`src/rtl/sd_arb_pkg.sv`:
```
// Shared types and constants for the SD block arbiter: FSM state encoding,
// default block size and the requester index assignments.
package sd_arb_pkg;

    // Arbiter FSM states, exported on state_dbg for observation.
    typedef enum logic [1:0] {
        IDLE  = 2'd0,
        ISSUE = 2'd1,
        XFER  = 2'd2,
        DRAIN = 2'd3
    } arb_state_t;

    // One SD block is 512 bytes.
    localparam int DEF_BLOCK_BYTES = 512;

    // Requester slots on the req/grant/byte_valid vectors.
    localparam int AUDIO_REQ = 0;
    localparam int IMAGE_REQ = 1;

    // One-hot vector for a requester index.
    function automatic logic [1:0] req_onehot(input logic idx);
        return idx ? 2'b10 : 2'b01;
    endfunction

endpackage

```
`src/rtl/sd_block_arbiter_rr_grant2.sv`:
```
// Two-way round-robin picker. Purely combinational: given the pending
// requests and the index of the requester granted last, return the one-hot
// winner. On a tie the requester that was not granted last wins.
module rr_grant2 (
    input  logic [1:0] req,
    input  logic       last_ptr,
    output logic [1:0] win,
    output logic       win_valid
);

    // Pick the winner; a lone requester always wins immediately.
    always_comb begin
        win       = 2'b00;
        win_valid = 1'b0;
        case (req)
            2'b01:   win = 2'b01;
            2'b10:   win = 2'b10;
            2'b11:   win = last_ptr ? 2'b01 : 2'b10;
            default: win = 2'b00;
        endcase
        win_valid = |req;
    end

endmodule

```
`src/rtl/sd_block_arbiter.sv`:
```
// Shares the single sd_controller read port between the audio streamer
// (requester 0) and the image loader (requester 1). One 512-byte block is
// read per grant; bytes are steered to the granted requester, the end of the
// block is confirmed by the controller returning to ready, and a card that
// never starts a read is abandoned after a timeout.
//
// Request/grant handshake: a requester raises req[i] (level) with its block
// address stable on req_addr<i>, and holds it until it sees block_done[i] or
// err[i]. The arbiter samples req only in IDLE with sd_ready=1, latches the
// address at the grant edge, and keeps grant[i] high from the next cycle
// through the block_done/err cycle inclusive. byte_valid[i] is a one-cycle
// strobe with no back-pressure: the requester must take byte_data when it
// sees it. Dropping req[i] mid-block stops further byte_valid[i] strobes but
// the block still runs to completion and block_done[i] still pulses.
module sd_block_arbiter
    import sd_arb_pkg::*;
#(
    parameter int BLOCK_BYTES    = DEF_BLOCK_BYTES,
    parameter int TIMEOUT_CYCLES = 2_500_000
) (
    input  logic        clk_25mhz,
    input  logic        reset_n,
    input  logic [1:0]  req,
    input  logic [31:0] req_addr0,
    input  logic [31:0] req_addr1,
    output logic [1:0]  grant,
    output logic [1:0]  byte_valid,
    output logic [7:0]  byte_data,
    output logic [1:0]  block_done,
    output logic [1:0]  err,
    output logic        busy,
    input  logic        sd_ready,
    input  logic        sd_byte_available,
    input  logic [7:0]  sd_dout,
    output logic        sd_rd,
    output logic [31:0] sd_addr,
    output logic [1:0]  state_dbg
);

    localparam int CNT_W = $clog2(BLOCK_BYTES) + 1;
    localparam int TO_W  = $clog2(TIMEOUT_CYCLES) + 1;

    localparam logic [CNT_W-1:0] LAST_BYTE  = CNT_W'(BLOCK_BYTES - 1);
    localparam logic [CNT_W-1:0] FULL_BLOCK = CNT_W'(BLOCK_BYTES);
    localparam logic [TO_W-1:0]  TO_LIMIT   = TO_W'(TIMEOUT_CYCLES - 1);

    // Registered state and outputs.
    arb_state_t        state_q;
    logic              last_ptr_q;
    logic [CNT_W-1:0]  byte_cnt_q;
    logic [TO_W-1:0]   to_cnt_q;
    logic              av_q;
    logic              dropped_q;
    logic [1:0]        grant_q;
    logic [1:0]        byte_valid_q;
    logic [7:0]        byte_data_q;
    logic [1:0]        block_done_q;
    logic [1:0]        err_q;
    logic              busy_q;
    logic              sd_rd_q;
    logic [31:0]       sd_addr_q;

    // Next-state values.
    arb_state_t        state_n;
    logic              last_ptr_n;
    logic [CNT_W-1:0]  byte_cnt_n;
    logic [TO_W-1:0]   to_cnt_n;
    logic              dropped_n;
    logic [1:0]        grant_n;
    logic [1:0]        byte_valid_n;
    logic [7:0]        byte_data_n;
    logic [1:0]        block_done_n;
    logic [1:0]        err_n;
    logic              busy_n;
    logic              sd_rd_n;
    logic [31:0]       sd_addr_n;

    // Helper terms.
    logic [1:0]        win;
    logic              win_valid;
    logic              byte_event;
    logic              req_lost;
    logic              finishing;

    rr_grant2 u_rr (
        .req       (req),
        .last_ptr  (last_ptr_q),
        .win       (win),
        .win_valid (win_valid)
    );

    // A byte is a rising edge of byte_available; a long-held level is one byte.
    assign byte_event = sd_byte_available & ~av_q;
    // The granted requester no longer wants its data.
    assign req_lost   = ((req & grant_q) == 2'b00);
    // The done/err pulse cycle: grant is still shown, but no new grant yet.
    assign finishing  = (|block_done_q) | (|err_q);

    // Next-state and next-output logic for the arbiter FSM.
    always_comb begin
        state_n      = state_q;
        last_ptr_n   = last_ptr_q;
        byte_cnt_n   = byte_cnt_q;
        to_cnt_n     = to_cnt_q;
        dropped_n    = dropped_q;
        grant_n      = grant_q;
        byte_valid_n = 2'b00;
        byte_data_n  = byte_data_q;
        block_done_n = 2'b00;
        err_n        = 2'b00;
        sd_addr_n    = sd_addr_q;

        if (finishing) begin
            grant_n = 2'b00;
        end

        if (state_q != IDLE && req_lost) begin
            dropped_n = 1'b1;
        end

        case (state_q)
            IDLE: begin
                // Ready gating also drops stale bytes left over from a reset.
                if (!finishing && sd_ready && win_valid) begin
                    state_n    = ISSUE;
                    grant_n    = win;
                    last_ptr_n = win[1];
                    sd_addr_n  = win[1] ? req_addr1 : req_addr0;
                    byte_cnt_n = '0;
                    to_cnt_n   = '0;
                    dropped_n  = 1'b0;
                end
            end
            ISSUE: begin
                if (!sd_ready) begin
                    state_n = XFER;
                end else if (to_cnt_q == TO_LIMIT) begin
                    state_n = IDLE;
                    err_n   = grant_q;
                end else begin
                    to_cnt_n = to_cnt_q + 1'b1;
                end
            end
            XFER: begin
                if (byte_event && byte_cnt_q < FULL_BLOCK) begin
                    byte_cnt_n  = byte_cnt_q + 1'b1;
                    byte_data_n = sd_dout;
                    if (!dropped_q && !req_lost) begin
                        byte_valid_n = grant_q;
                    end
                    if (byte_cnt_q == LAST_BYTE) begin
                        state_n = DRAIN;
                    end
                end
            end
            DRAIN: begin
                if (sd_ready) begin
                    state_n      = IDLE;
                    block_done_n = grant_q;
                end
            end
            default: begin
                state_n = IDLE;
            end
        endcase

        sd_rd_n = (state_n == ISSUE);
        busy_n  = (state_n != IDLE) | (|block_done_n) | (|err_n);
    end

    // State, counters and registered outputs.
    always_ff @(posedge clk_25mhz or negedge reset_n) begin
        if (!reset_n) begin
            state_q      <= IDLE;
            last_ptr_q   <= 1'b1;
            byte_cnt_q   <= '0;
            to_cnt_q     <= '0;
            av_q         <= 1'b0;
            dropped_q    <= 1'b0;
            grant_q      <= 2'b00;
            byte_valid_q <= 2'b00;
            byte_data_q  <= 8'h00;
            block_done_q <= 2'b00;
            err_q        <= 2'b00;
            busy_q       <= 1'b0;
            sd_rd_q      <= 1'b0;
            sd_addr_q    <= 32'h0;
        end else begin
            state_q      <= state_n;
            last_ptr_q   <= last_ptr_n;
            byte_cnt_q   <= byte_cnt_n;
            to_cnt_q     <= to_cnt_n;
            av_q         <= sd_byte_available;
            dropped_q    <= dropped_n;
            grant_q      <= grant_n;
            byte_valid_q <= byte_valid_n;
            byte_data_q  <= byte_data_n;
            block_done_q <= block_done_n;
            err_q        <= err_n;
            busy_q       <= busy_n;
            sd_rd_q      <= sd_rd_n;
            sd_addr_q    <= sd_addr_n;
        end
    end

    assign grant      = grant_q;
    assign byte_valid = byte_valid_q;
    assign byte_data  = byte_data_q;
    assign block_done = block_done_q;
    assign err        = err_q;
    assign busy       = busy_q;
    assign sd_rd      = sd_rd_q;
    assign sd_addr    = sd_addr_q;
    assign state_dbg  = state_q;

endmodule

```
`config.mk`:
```
export PLATFORM = sky130hd
export DESIGN_NAME = sd_block_arbiter
export DESIGN_NICKNAME = d
export VERILOG_FILES = /design/src/rtl/sd_arb_pkg.sv /design/src/rtl/sd_block_arbiter_rr_grant2.sv /design/src/rtl/sd_block_arbiter.sv
export SDC_FILE = /design/constraint.sdc
export NUM_CORES = 1
export LEC_CHECK = 0
export ABC_AREA = 1
export CORE_MARGIN = 2
export CORE_UTILIZATION = 50
export CTS_BUF_LIST = sky130_fd_sc_hd__clkbuf_2 sky130_fd_sc_hd__clkbuf_4 sky130_fd_sc_hd__clkbuf_8
export DETAILED_ROUTE_END_ITERATION = 10
export PLACE_DENSITY = 0.84
export SLEW_MARGIN = 20
export SYNTH_ARGS = -nofsm -noshare
export SYNTH_HDL_FRONTEND = slang
export SYNTH_SLANG_ARGS = --single-unit
```
`constraint.sdc`:
```
create_clock -name clk_25mhz -period 2.1 [get_ports clk_25mhz]
set_input_delay 0.42 -clock clk_25mhz [delete_from_list [all_inputs] [get_ports clk_25mhz]]
set_output_delay 0.42 -clock clk_25mhz [all_outputs]
set_load 0.01 [all_outputs]
```
==> results.md <==
* Initial DRC Count at 194
* Worst Path Arrival at 1520 ps
* WL met1 at 5050 µm
* Top layer in use: met4
* Peak per-stage delay on the critical path at 610 ps
* CTS clk-pin slew, worst paths at 100 ps
* Rel. slew slack at 0.625
* Register area at 2200 µm²
* RSZ-0062 raised after global routing: false
* Antenna-violating nets left at 0
* Post-DP Area at 6220 µm²
* GR Util All Layers at 0.257
* Worst path bufs/invs at 1
* Vias/cell at 5.18
* Maximum clock rate at 0.514 GHz
* Routed WL at 12700 µm
* RD Place Congestion at 0.981
* Worst Max-Slew Pin Slew at 563 ps
* Crit path cell chain: clkdlybuf4s50_1
* Final slew viol count at 0
* Die Area at 10200 µm²
* Clock Tree Root: clkbuf_8
* Total power after layout at 6.66 mW
* Syn Std Cell Area at 4700 µm²
* Worst hold path class: in -> async
* Critical path class: reg -> out
* Post-route cell area at 6440 µm²
* Area of the multi-input gates at 2120 µm²
* Leakage at 2.85 nW
* Met3 WL at 896 µm
* Post-CTS Hold Fix Bufs at 0
* Postcts setup bufs at 0
* Final Net Count at 870
* Post-Syn Area per Cell at 7.17 µm²
* First-pass GRT wire length at 20800 µm
* # setup viols final at 0
* Met2 WL at 6340 µm
* Yosys cell types at 35
* Fillers at 719
* Vias in the first global route at 4608
* CTS resizes at 0
* Skew final at 21.2 ps
* CTS tree: done
* Final HPWL DP at 9590 µm
* Slowest-stage cell, CP: clkdlybuf4s50_1
* Area Overhead vs Synth at 37.0%
* Worst IR Drop VDD at 0.689 mV
* GRT overflow at 0
* Rows at 35
* Maxcap violations at 0
* Maximum clock path buffer count at 2
* Hold Vio Cnt, Final at 0
* Core area at 9200 µm²
* Initial antenna violation count at 0
* Post-synthesis cell count at 656
* Power Density at 1030 nW/µm²
* Outcome: finished clean
* I/O pin count at 130
* Main area contributors after synthesis: dfrtp_1 (46%), nand2_1 (12%), nor2_1 (11%)
* Wire length per cell at 14.0 µm
* Worst path required time at 1680 ps
* Total CTS buffers at 9
* Synth Warn # at 0
* CP delay by family, top: buffers and inverters
* Sum of negative setup slack at 0 ps
* Post-synth top area share at 0.463
* DRC at 0
* Largest net degree at the start of global routing at 66
* Critical Path Start Type: flip-flop
* Chip Width at 101 µm
* Post-synth net total at 736
* Later-pin clock latency in the skew report at 360 ps
* WHS at 47.3 ps
* #FFs+latches synth at 88
* Layout cell share with drive strength beyond 1 at 0.0667
* Port bufs at 129
* DIE HEIGHT at 101 µm
* CTS H-tree lvls at 3
* Initial core utilization at 0.511
* Pre-CTS setup slack at 22.9 ps
* First-pass DRT Iterations at 5
* Sink Count at 88
* # diodes at 0
* Leading area contributor after synthesis: dfrtp_1
* Final setup margin at 156 ps
* Critical Path Fanout Max at 7
* CP Capture Type: output pin
* Sequential share of the synthesized area at 0.469
* Tmin final at 1940 ps
* Vias at 4696
* Period utilization at 0.926
synth_stat cells:
cell / count
buf_1: 1
clkbuf_1: 9
nand2_1: 153
inv_1: 69
nand4_1: 9
dfrtp_1: 87
o21a_1: 1
and2_1: 1
nand3_1: 34
clkbuf_2: 1
or2_2: 2
dfstp_2: 1
buf_4: 1
a21oi_1: 38
nor2_1: 141
o21ai_1: 16
buf_6: 1
nor3_1: 4
nand3_2: 1
nor2_4: 3
o21ai_0: 41
o21ai_2: 1
a31oi_1: 1
or2_0: 1
ha_1: 2
nor2_2: 3
o31ai_1: 2
nand2_2: 1
buf_2: 9
inv_4: 1
o22ai_1: 1
xor2_1: 9
inv_2: 6
o21bai_1: 3
nand3b_1: 2
metrics by stage:
stage / util / std cells
2_1_floorplan: - / 656
3_3_place_gp: 0.676 / 890
3_5_place_dp: 0.676 / 890
4_1_cts: 0.701 / 906
5_1_grt: 0.701 / 906
6_report: 0.701 / 906
final cells by class:
type,instances,share of cell area
Tap cell,111,0.0216
Sequential cell,88,0.342
Clock inverter,7,0.0157
Timing Repair Buffer,145,0.228
Clock buffer,9,0.0192
Inverter,76,0.0447
Multi-Input combinational cell,470,0.328
per-layer routing:
| layer | vias up | GRT usage |
|---|---|---|
| li1 | 2326 | - |
| met1 | 2148 | 0.301 |
| met2 | 186 | 0.450 |
| met3 | 36 | 0.0610 |
| met4 | 0 | 0.112 |
| met5 | - | 0 |
power by group:
group | internal [mW] | switching, mW | total [mW]
clock | 0.681 | 0.661 | 1.34
sequential | 2.20 | 0.394 | 2.60
combinational | 1.35 | 1.37 | 2.72
total | 4.24 | 2.42 | 6.66
worst paths after layout:
path	from	endpoint	slack [ps]	depth (start not counted)
setup / recovery	state_dbg[0]$_DFF_PN0_	state_dbg[0]	160	1
hold / removal	reset_n	sd_addr[18]$_DFFE_PN0P_	50	1
setup reg to reg	to_cnt_q[1]$_DFFE_PN0P_	to_cnt_q[7]$_DFFE_PN0P_	270	11
hold reg to reg	byte_data[5]$_DFFE_PN0P_	byte_data[5]$_DFFE_PN0P_	490	2
max in group asynchronous	reset_n	to_cnt_q[19]$_DFFE_PN0P_	1530	2
min in group clk_25mhz	byte_data[5]$_DFFE_PN0P_	byte_data[5]$_DFFE_PN0P_	490	2
sequential cells by signal (all words and copies together) (netlist names):
signal / flops
av_q: 1
block_done: 2
busy: 1
byte_cnt_q: 10
byte_data: 8
byte_valid: 2
dropped_q: 1
err: 2
grant: 2
last_ptr_q: 1
sd_addr: 32
sd_rd: 1
state_dbg: 2
to_cnt_q: 23
cell usage in the layout (no fill, tap or decap), types with 2 or more instances in the layout:
cell / instances
a21oi_1: 37
buf_12: 5
buf_4: 12
bufinv_16: 2
clkbuf_8: 9
clkdlybuf4s50_1: 128
clkinvlp_4: 2
dfrtp_1: 87
ha_1: 2
inv_1: 69
inv_2: 6
inv_6: 2
nand2_1: 153
nand3_1: 34
nand3b_1: 2
nand4_1: 9
nor2_1: 141
nor2_2: 3
nor2_4: 3
nor3_1: 4
o21ai_0: 41
o21ai_1: 16
o21bai_1: 3
o31ai_1: 2
or2_2: 2
xor2_1: 9
logic make-up after synthesis:
logic type,count (synthesis),share of synthesized area
buf+inv,98,0.0838
fa+ha+maj,2,0.00532
compound gates,104,0.115
flops,88,0.469
simple gates,355,0.310
xor+xnor,9,0.0168
Power figures use the tool's default switching activity.
==> patch: new RTL, same settings <==
Set the parameter `TIMEOUT_CYCLES` to 1_250_000 (it was 2_500_000).
--- a/src/rtl/sd_block_arbiter.sv
+++ b/src/rtl/sd_block_arbiter.sv
@@ -16,7 +16,7 @@
     import sd_arb_pkg::*;
 #(
     parameter int BLOCK_BYTES    = DEF_BLOCK_BYTES,
-    parameter int TIMEOUT_CYCLES = 2_500_000
+    parameter int TIMEOUT_CYCLES = 1_250_000
 ) (
     input  logic        clk_25mhz,
     input  logic        reset_n,
Check against the original RTL: same outputs for any inputs over 4 cycles, from zero or initial values and one cycle with reset_n low; that may be too few to reach the edited logic, so the function may still have changed.
==> patch against the original RTL <==
Wire length decreased by 4.1%; register-to-register slack better by 0.07 ns; cell area is 1.9% lower; total power fell by 3.5%; sequential cell count decreased by 1; critical path depth unchanged; area after synthesis fell by 2.2%; worst setup slack improved by 0.071 ns; global-route usage shrank 0.83 points; utilization down 0.32 points; critical path type unchanged; largest cell class is now multi-input combinational cells.
==> patch: results (changes against the original RTL) <==
| Metric | Value |
|---|---|
| Status | `finished clean` |
| Total GRT Usage | `24.9% (-0.83 points)` |
| Relative slew slack | `63.4% (+0.95 points)` |
| Final WL | `12200 microns (-4.1%)` |
| Dpl cells | `816 (-8.3%)` |
| Buffering overhead | `23.1% (+0.28 points)` |
| Vias in the first global route | `4330 (-6.0%)` |
| Post-DP HPWL | `9160 microns (-4.5%)` |
| WP data arrival | `1.45 ns (-0.07 ns)` |
| Inverters, non-clock | `36 (-53%)` |
| Largest net degree at the start of global routing | `44 (-33%)` |
| Share of layout cells above drive strength 1 | `12.6% (+6.0 points)` |
| Synth Area in Compound Gates | `4.92% (-6.6 points)` |
| Static leakage power | `2.83 nW (-0.55%)` |
| Synth area leaders | `dfrtp_1 (47%), nand2_1 (17%), mux2_2 (9.3%)` |
| First drt pass iteration count | `4 (-1)` |
| Seq area share | `34.5% (+0.26 points)` |
| Synth top cells by count | `nand2_1 (213), dfrtp_1 (86), nor2_1 (68)` |
| Via total after detailed routing | `4351 (-7.3%)` |
| CLK BUF | `10 (+1)` |
| Crit-path max FO | `5 (-2)` |
| Syn_area_per_cell | `8.00 sq um (+12%)` |
| Syn Nets | `655 (-11%)` |
| Filler cell count | `695 (-3.3%)` |
| Sequential cell count | `87 (-1.1%)` |
| Multi-input combinational area share | `34.8% (+1.9 points)` |
| Multi-input gate area | `2200 sq um (+3.8%)` |
| Setup WS pre-CTS | `0.0914 ns (+0.0685 ns)` |
| NumNets Final | `796 (-8.5%)` |
| Xor/xnor share of the synthesized area | `1.90% (+0.23 points)` |
| Adder-Cell Fraction of Synth Area | `0.544% (+0.012 points)` |
| Maximum VDD drop | `0.533 mV (-23%)` |
| Multi-input gates | `435 (-7.4%)` |
| Initial drt markers | `200 (+3.1%)` |
| Clock buf/inv share | `3.33% (-0.17 points)` |
| GPL Wtd Cong | `0.958 (-2.4%)` |
| Bufs w/o clock | `147 (+1.4%)` |
| Post-synthesis sequential area ratio | `47.3% (+0.49 points)` |
patch: metal layers:
layer  track usage [%]  wire length (microns)  vias to the layer above  part of all wire (%)
met4              9.27                    379                        0                   3.1
met2              43.5                   6300                      138                    52
li1                  -                      -                     2120                     -
met3              5.57                    528                       31                   4.3
met5                 0                      0                        -                     0
met1              30.2                   4940                     2062                    41
patch: final timing paths:
| kind | from | to | slack (ns) | depth (start not counted) |
|---|---|---|---|---|
| hold / removal | reset_n | byte_cnt_q[5] | 0.04 | 1 |
| min in group clk_25mhz | sd_addr[3] | sd_addr[3] | 0.48 | 2 |
| setup reg to reg | to_cnt_q[1] | to_cnt_q[1] | 0.34 | 8 |
| setup / recovery | state_dbg[0] | state_dbg[0] | 0.23 | 1 |
| hold reg to reg | sd_addr[3] | sd_addr[3] | 0.48 | 2 |
| max in group asynchronous | reset_n | sd_addr[29] | 1.46 | 2 |
patch: report_power, final:
group	internal, mW	switching, mW
combinational	1.39	1.31
sequential	2.17	0.327
clock	0.600	0.634
total	4.16	2.27
